===== src/rtl/xmpl_sram_pkg.sv =====
// Shared types for the SRAM arbiter slice: request fields and read-return tags.
// No logic, so there is no latency and no backpressure.
package xmpl_sram_pkg;

   localparam int ADDR_W  = 12;
   localparam int DATA_W  = 32;
   localparam int MAX_REQ = 8;
   localparam int ID_W    = $clog2(MAX_REQ);

   typedef struct packed {
      logic              we;
      logic [ADDR_W-1:0] addr;
      logic [DATA_W-1:0] wdata;
   } sram_req_t;

   // The id is sized for the largest supported requester count.
   typedef struct packed {
      logic            vld;
      logic [ID_W-1:0] id;
   } rsp_tag_t;

endpackage


===== src/rtl/xmpl_rr_arb.sv =====
// Round-robin picker: the scan starts at ptr and wraps; the first request found wins.
// Grant is combinational (0 cycles); ptr moves past the winner only when adv is set.
module xmpl_rr_arb #(
   parameter int N  = 4,
   parameter int IW = $clog2(N)
) (
   input  logic          clk,
   input  logic          rst,
   input  logic [N-1:0]  req,
   input  logic          adv,
   output logic [N-1:0]  gnt,
   output logic [IW-1:0] idx
);

   logic [IW-1:0] ptr_q;
   logic [IW-1:0] pos;
   logic          found;

   always_comb begin
      gnt   = '0;
      idx   = '0;
      found = 1'b0;
      pos   = '0;
      for (int k = 0; k < N; k++) begin
         pos = IW'((int'(ptr_q) + k) % N);
         if (!found && req[pos]) begin
            found    = 1'b1;
            gnt[pos] = 1'b1;
            idx      = pos;
         end
      end
   end

   always_ff @(posedge clk or posedge rst) begin
      if (rst) begin
         ptr_q <= '0;
      end else if (adv && found) begin
         ptr_q <= (idx == IW'(N - 1)) ? '0 : idx + 1'b1;
      end
   end

endmodule


===== src/rtl/xmpl_sram_arb.sv =====
// Shares one single-port SRAM between NUM_REQ requesters. Grants are round-robin and SRAM controls are registered.
// A read returns RD_LAT+2 cycles after its handshake. Responses cannot be backpressured; a request waits only for its grant.
module xmpl_sram_arb #(
   parameter int NUM_REQ = 4,
   parameter int ADDR_W  = 12,
   parameter int DATA_W  = 32,
   parameter int RD_LAT  = 1
) (
   input  logic                      clk_i,
   input  logic                      reset_i,
   input  logic [NUM_REQ-1:0]        req_valid_i,
   output logic [NUM_REQ-1:0]        req_ready_o,
   input  logic [NUM_REQ-1:0]        req_we_i,
   input  logic [NUM_REQ*ADDR_W-1:0] req_addr_i,
   input  logic [NUM_REQ*DATA_W-1:0] req_wdata_i,
   output logic [NUM_REQ-1:0]        rsp_valid_o,
   output logic [DATA_W-1:0]         rsp_rdata_o,
   output logic                      en_sram_o,
   output logic [ADDR_W-1:0]         sram_addr_o,
   output logic                      sram_rw_o,
   output logic [DATA_W-1:0]         sram_data_o,
   input  logic [DATA_W-1:0]         sram_data_i
);

   import xmpl_sram_pkg::*;

   localparam int IDX_W = $clog2(NUM_REQ);

   logic [NUM_REQ-1:0] gnt;
   logic [IDX_W-1:0]   gnt_idx;
   logic               hs;
   sram_req_t          win;
   sram_req_t          sram_q;
   logic               en_q;
   rsp_tag_t           tag_q [RD_LAT+1];
   logic [NUM_REQ-1:0] rsp_vld_q;
   logic [DATA_W-1:0]  rsp_dat_q;

   logic [ADDR_W-1:0] addr_a  [NUM_REQ];
   logic [DATA_W-1:0] wdata_a [NUM_REQ];

   for (genvar i = 0; i < NUM_REQ; i++) begin : g_unpack
      assign addr_a[i]  = req_addr_i[i*ADDR_W +: ADDR_W];
      assign wdata_a[i] = req_wdata_i[i*DATA_W +: DATA_W];
   end

   xmpl_rr_arb #(.N(NUM_REQ), .IW(IDX_W)) u_arb (
      .clk (clk_i),
      .rst (reset_i),
      .req (req_valid_i),
      .adv (hs),
      .gnt (gnt),
      .idx (gnt_idx)
   );

   // The grant is raised only for a valid requester, so any grant is a handshake.
   assign req_ready_o = gnt;
   assign hs          = |gnt;

   always_comb begin
      win.we    = req_we_i[gnt_idx];
      win.addr  = addr_a[gnt_idx];
      win.wdata = wdata_a[gnt_idx];
   end

   always_ff @(posedge clk_i or posedge reset_i) begin
      if (reset_i) begin
         en_q   <= 1'b0;
         sram_q <= '0;
      end else begin
         en_q <= hs;
         if (hs) begin
            sram_q <= win;
         end
      end
   end

   assign en_sram_o   = en_q;
   assign sram_addr_o = sram_q.addr;
   assign sram_rw_o   = sram_q.we;
   assign sram_data_o = sram_q.wdata;

   // Stage 0 lines up with en_sram_o, and stage RD_LAT lines up with valid sram_data_i.
   always_ff @(posedge clk_i or posedge reset_i) begin
      if (reset_i) begin
         for (int k = 0; k <= RD_LAT; k++) begin
            tag_q[k] <= '0;
         end
      end else begin
         tag_q[0].vld <= hs && !win.we;
         tag_q[0].id  <= ID_W'(gnt_idx);
         for (int k = 1; k <= RD_LAT; k++) begin
            tag_q[k] <= tag_q[k-1];
         end
      end
   end

   always_ff @(posedge clk_i or posedge reset_i) begin
      if (reset_i) begin
         rsp_vld_q <= '0;
         rsp_dat_q <= '0;
      end else if (tag_q[RD_LAT].vld) begin
         rsp_vld_q <= {{(NUM_REQ-1){1'b0}}, 1'b1} << tag_q[RD_LAT].id;
         rsp_dat_q <= sram_data_i;
      end else begin
         rsp_vld_q <= '0;
      end
   end

   assign rsp_valid_o = rsp_vld_q;
   assign rsp_rdata_o = rsp_dat_q;

endmodule


===== config.mk =====
export PLATFORM = sky130hd
export DESIGN_NAME = xmpl_sram_arb
export DESIGN_NICKNAME = d
export VERILOG_FILES = /design/src/rtl/xmpl_sram_pkg.sv /design/src/rtl/xmpl_rr_arb.sv /design/src/rtl/xmpl_sram_arb.sv
export SDC_FILE = /design/constraint.sdc
export NUM_CORES = 1
export LEC_CHECK = 0
export ABC_AREA = 1
export CORE_MARGIN = 2
export CORE_UTILIZATION = 41
export DETAILED_ROUTE_END_ITERATION = 10
export HOLD_SLACK_MARGIN = 0.1
export PLACE_DENSITY = 0.81
export SETUP_SLACK_MARGIN = 0.4
export SKIP_LAST_GASP = 1
export SYNTH_ARGS = -nofsm -noshare
export SYNTH_HDL_FRONTEND = slang
export SYNTH_SLANG_ARGS = --single-unit
export TNS_END_PERCENT = 1

===== constraint.sdc =====
create_clock -name clk_i -period 3.4 [get_ports clk_i]
set_clock_uncertainty 0.2 [all_clocks]
set_input_delay 0.68 -clock clk_i [delete_from_list [all_inputs] [get_ports clk_i]]
set_output_delay 0.68 -clock clk_i [all_outputs]
set_load 0.02 [all_outputs]

==> results.md, run 1 <==
- Run status: completed
- Final min period: between 2000 and 3000 ps
- Initial antenna violation count: 0
- P per Cell Area: between 1000 and 1500 mW/mm²
- DRT Pass-1 Iters: 7
- Vias per inst: approximately 4.9
- Sw Share: between 50% and 60%
- Switching power: roughly 6.6 mW
- Die area: approximately 0.016 mm²
- Hold path start: tag_q[5]
- Core Area: 0.0146 mm²
- Worst-Margin Slew: 967 ps
- Syn_area_per_cell: roughly 6.3 µm²
- Synthesized cell area: between 0.006 and 0.007 mm²
- CTS buffer count: 9
- Reg-to-Reg End: sram_data_o[26]
- CP Capture Type: output pin
- Routed wire length: between 20 and 25 mm
- Library cells used by synthesis: 26
- Total power: between 10 and 15 mW
- CP startpoint kind: register
- Vias in the first global route: 6,812
- Crit path from: u_arb.ptr_q[0]
- Layout net count: around 1,500
- Clock Sinks: 90
- Remaining antenna violation count: 0
- Layout Utilization: between 60% and 70%
- Starting Density: a little over two fifths
- Yosys reg bits: 90
- Via Count: approximately 7,100
- Post-synth top area share: 36.5%
- Post-Syn Instances: 984
- Cell taking the most area after synthesis: dfrtp_1
- Setup TNS: 0 ps
- First-pass GRT wire length: between 30 and 40 mm
- Setup violators final: 0
- DRC Markers: 0
- Tcrit/Tclk final: 85.4%
- Ranking of synthesized cells by area: dfrtp_1 (36%), nand2_1 (22%), nand3_1 (19%), inv_1 (12%), buf_4 (1.9%)
- Hold Path Cell Cnt: 0
- CP Max Fanout: 8
- Clk Latency, worst-skew pair: between 300 and 400 ps
- Static leakage: roughly 5.4 nW
- Die width: 127 µm
- Clock power frac: under 10%
- GR Util All Layers: 25.6%
- CTS root buf: clkbuf_16
- Flop2flop setup slack: 710 ps
- Syn_nets: approximately 1,200
- Post-synthesis sequential area ratio: 36.5%
- CP max stage cell: dfrtp_1
- RSZ-0062 raised after global routing: no
- Int Power: a little under 6 mW
- Worst EP required: between 2000 and 3000 ps
- Initial DRC Count: between 300 and 400
- Clk pin slew, worst setup/hold paths: around 60 ps
- Worst R2R Start: u_arb.ptr_q[0]
- Clock Tree Buf Depth: 2
- CTS tree: yes
- H-tree lvl count: 3
- Synth warnings: 0
- Min Hold Slack: roughly 150 ps
- Crit path cell chain: inv_4 > ha_4 > inv_1 > nand3_1 > nand2_4 > nand3_2 > inv_2 > nand3_1 > nand3_2 > buf_4
- CP arrival: slightly above 2000 ps
- Area after DPL: ~0.0094 mm²
- Number of port buffers: between 300 and 400
- Logic pwr share: 76.0%
- Pins Over Slew Limit: 0
- Fraction of registers with async set/reset: 100%
- EDFF count, synth: 0
- Routed len/inst: between 10 and 15 µm
- Final Hold Viols: 0
- MaxCap Viol Count: 0
- GPL Wtd Cong: about 0.86
- Hold Path End: tag_q[1]
- Largest net degree at the start of global routing: 62
- Layout Area Growth over Synthesis: 58.0%
- Critical path's largest stage delay: ~400 ps
- Max_slew headroom: around a third
- Setup Crit Path Kind: reg -> out
- Peak supply drop: 0.00103 V
- Cell area after layout: 0.00975 mm²
- FP Rows: between 40 and 50
- Die height: around 130 µm
- Share of layout cells above drive strength 1: under 10%
- Seq pwr share: between 10% and 20%
- Detailed-placement wirelength estimate: ~15 mm
- Global route overflow: 0
- Tightest Hold Check Type: reg -> reg
- R2R depth: 16
- Max Fclk: roughly 340 MHz
- Post-synth top flop: dfrtp_1
- Antenna Cells: 0
- I/O pins: between 300 and 400
-- cells in the final DEF, fill, tap and decap left out, drive strengths merged --
master / count
a21oi: 2
dlymetal6s2s: 4
ha: 6
o21ai: 1
nand2: 367
nand3: 244
clkinv: 3
clkdlybuf4s50: 295
nand4: 2
clkbuf: 9
nor3: 4
nor2: 8
a21boi: 2
bufinv: 1
a22oi: 1
clkinvlp: 2
inv: 196
dfrtp: 90
buf: 31
-- logic make-up (layout without fill, tap and decap cells) --
kind of cell | after synthesis | after routing | share of synthesized area, %
compound gates | 6 | 6 | 0.790
fa+ha+maj | 6 | 6 | 1.22
buf+inv | 257 | 541 | 17.5
flops | 90 | 90 | 36.5
simple gates | 625 | 625 | 44.1
-- stage by stage --
step / setup slack (ps) / std cells
after floorplan: 767 / 984
after global placement: 50.6 / 1436
after detailed placement: -30.0 / 1436
after CTS: 327 / 1450
after global routing: 405 / 1452
final: 496 / 1452
-- registers in the layout, summed over array words and instances, names as in the netlist --
signal,cells
en_sram_o,1
sram_rw_o,1
tag_q,6
u_arb.ptr_q,2
sram_addr_o,12
rsp_valid_o,4
sram_data_o,32
rsp_rdata_o,32
-- area by class of cell --
| type | instances | area [µm²] |
|---|---|---|
| timing repair buffer | 330 | 3320 |
| sequential | 90 | 2250 |
| tap | 184 | 230 |
| inverter | 197 | 748 |
| clock inverter | 5 | 56.3 |
| fill | 1228 | 4890 |
| clock buffer | 9 | 225 |
| multi-input combinational | 637 | 2920 |
-- repair_timing --
item,in CTS,in global routing
hold buffers,0,0
setup endpoints to repair,4,37
setup buffers,0,2
gates cloned,0,0
resized for setup,16,15
pin swaps,0,2
-- synthesized netlist by cell type, types with 2 or more instances --
| cell type | number |
|---|---|
| nand2_1 | 361 |
| nand3_1 | 239 |
| inv_1 | 191 |
| dfrtp_1 | 90 |
| buf_2 | 16 |
| buf_4 | 16 |
| clkbuf_1 | 16 |
| buf_1 | 8 |
| ha_1 | 6 |
| nand2_2 | 5 |
| nand3_2 | 5 |
| nor2_1 | 5 |
| buf_6 | 4 |
| inv_2 | 4 |
| nor3_1 | 4 |
| a21boi_1 | 2 |
| nand4_1 | 2 |
| nor2_2 | 2 |
-- worst max-delay path, delay by kind of cell (launching register included) --
| family | cells | cell delay [ps] |
|---|---|---|
| simple gates | 5 | 620 |
| buf+inv | 4 | 430 |
| fa+ha+maj | 1 | 240 |
| flops | 1 | 400 |
-- worst max-delay path by stage --
stage / endpoint / slack (ps) / depth (start not counted)
2_1_floorplan: sram_data_o[15] / 770 / 15
3_3_place_gp: req_ready_o[2] / 50 / 10
3_5_place_dp: req_ready_o[0] / -30 / 11
4_1_cts: req_ready_o[3] / 330 / 11
5_1_grt: req_ready_o[0] / 400 / 10
6_report: req_ready_o[0] / 500 / 10
-- power by group through the flow --
stage / logic (mW) / registers (mW) / clock network [mW]
after floorplan: 5.71 / 2.59 / 0
final: 9.39 / 2.00 / 0.970
after global routing: 10.5 / 2.06 / 1.03
after detailed placement: 9.33 / 2.01 / 0
after CTS: 9.36 / 2.00 / 0.995
after global placement: 9.15 / 2.00 / 0
-- layer usage --
layer	up-vias	part of all wire, %	wire length (µm)	GRT usage, %
met5	-	0	0	0
met4	0	3.1	641	9.63
met3	43	8.2	1720	5.23
met2	327	49	10200	45.4
met1	3240	40	8280	30.8
li1	3534	-	-	-
(Power assumes the default switching activity.)
==> run 2, diff against run 1 <==
- SLEW_MARGIN: default -> 20
==> results of run 2 <==
Final layout, timing and power as in run 1 (identical DEF).
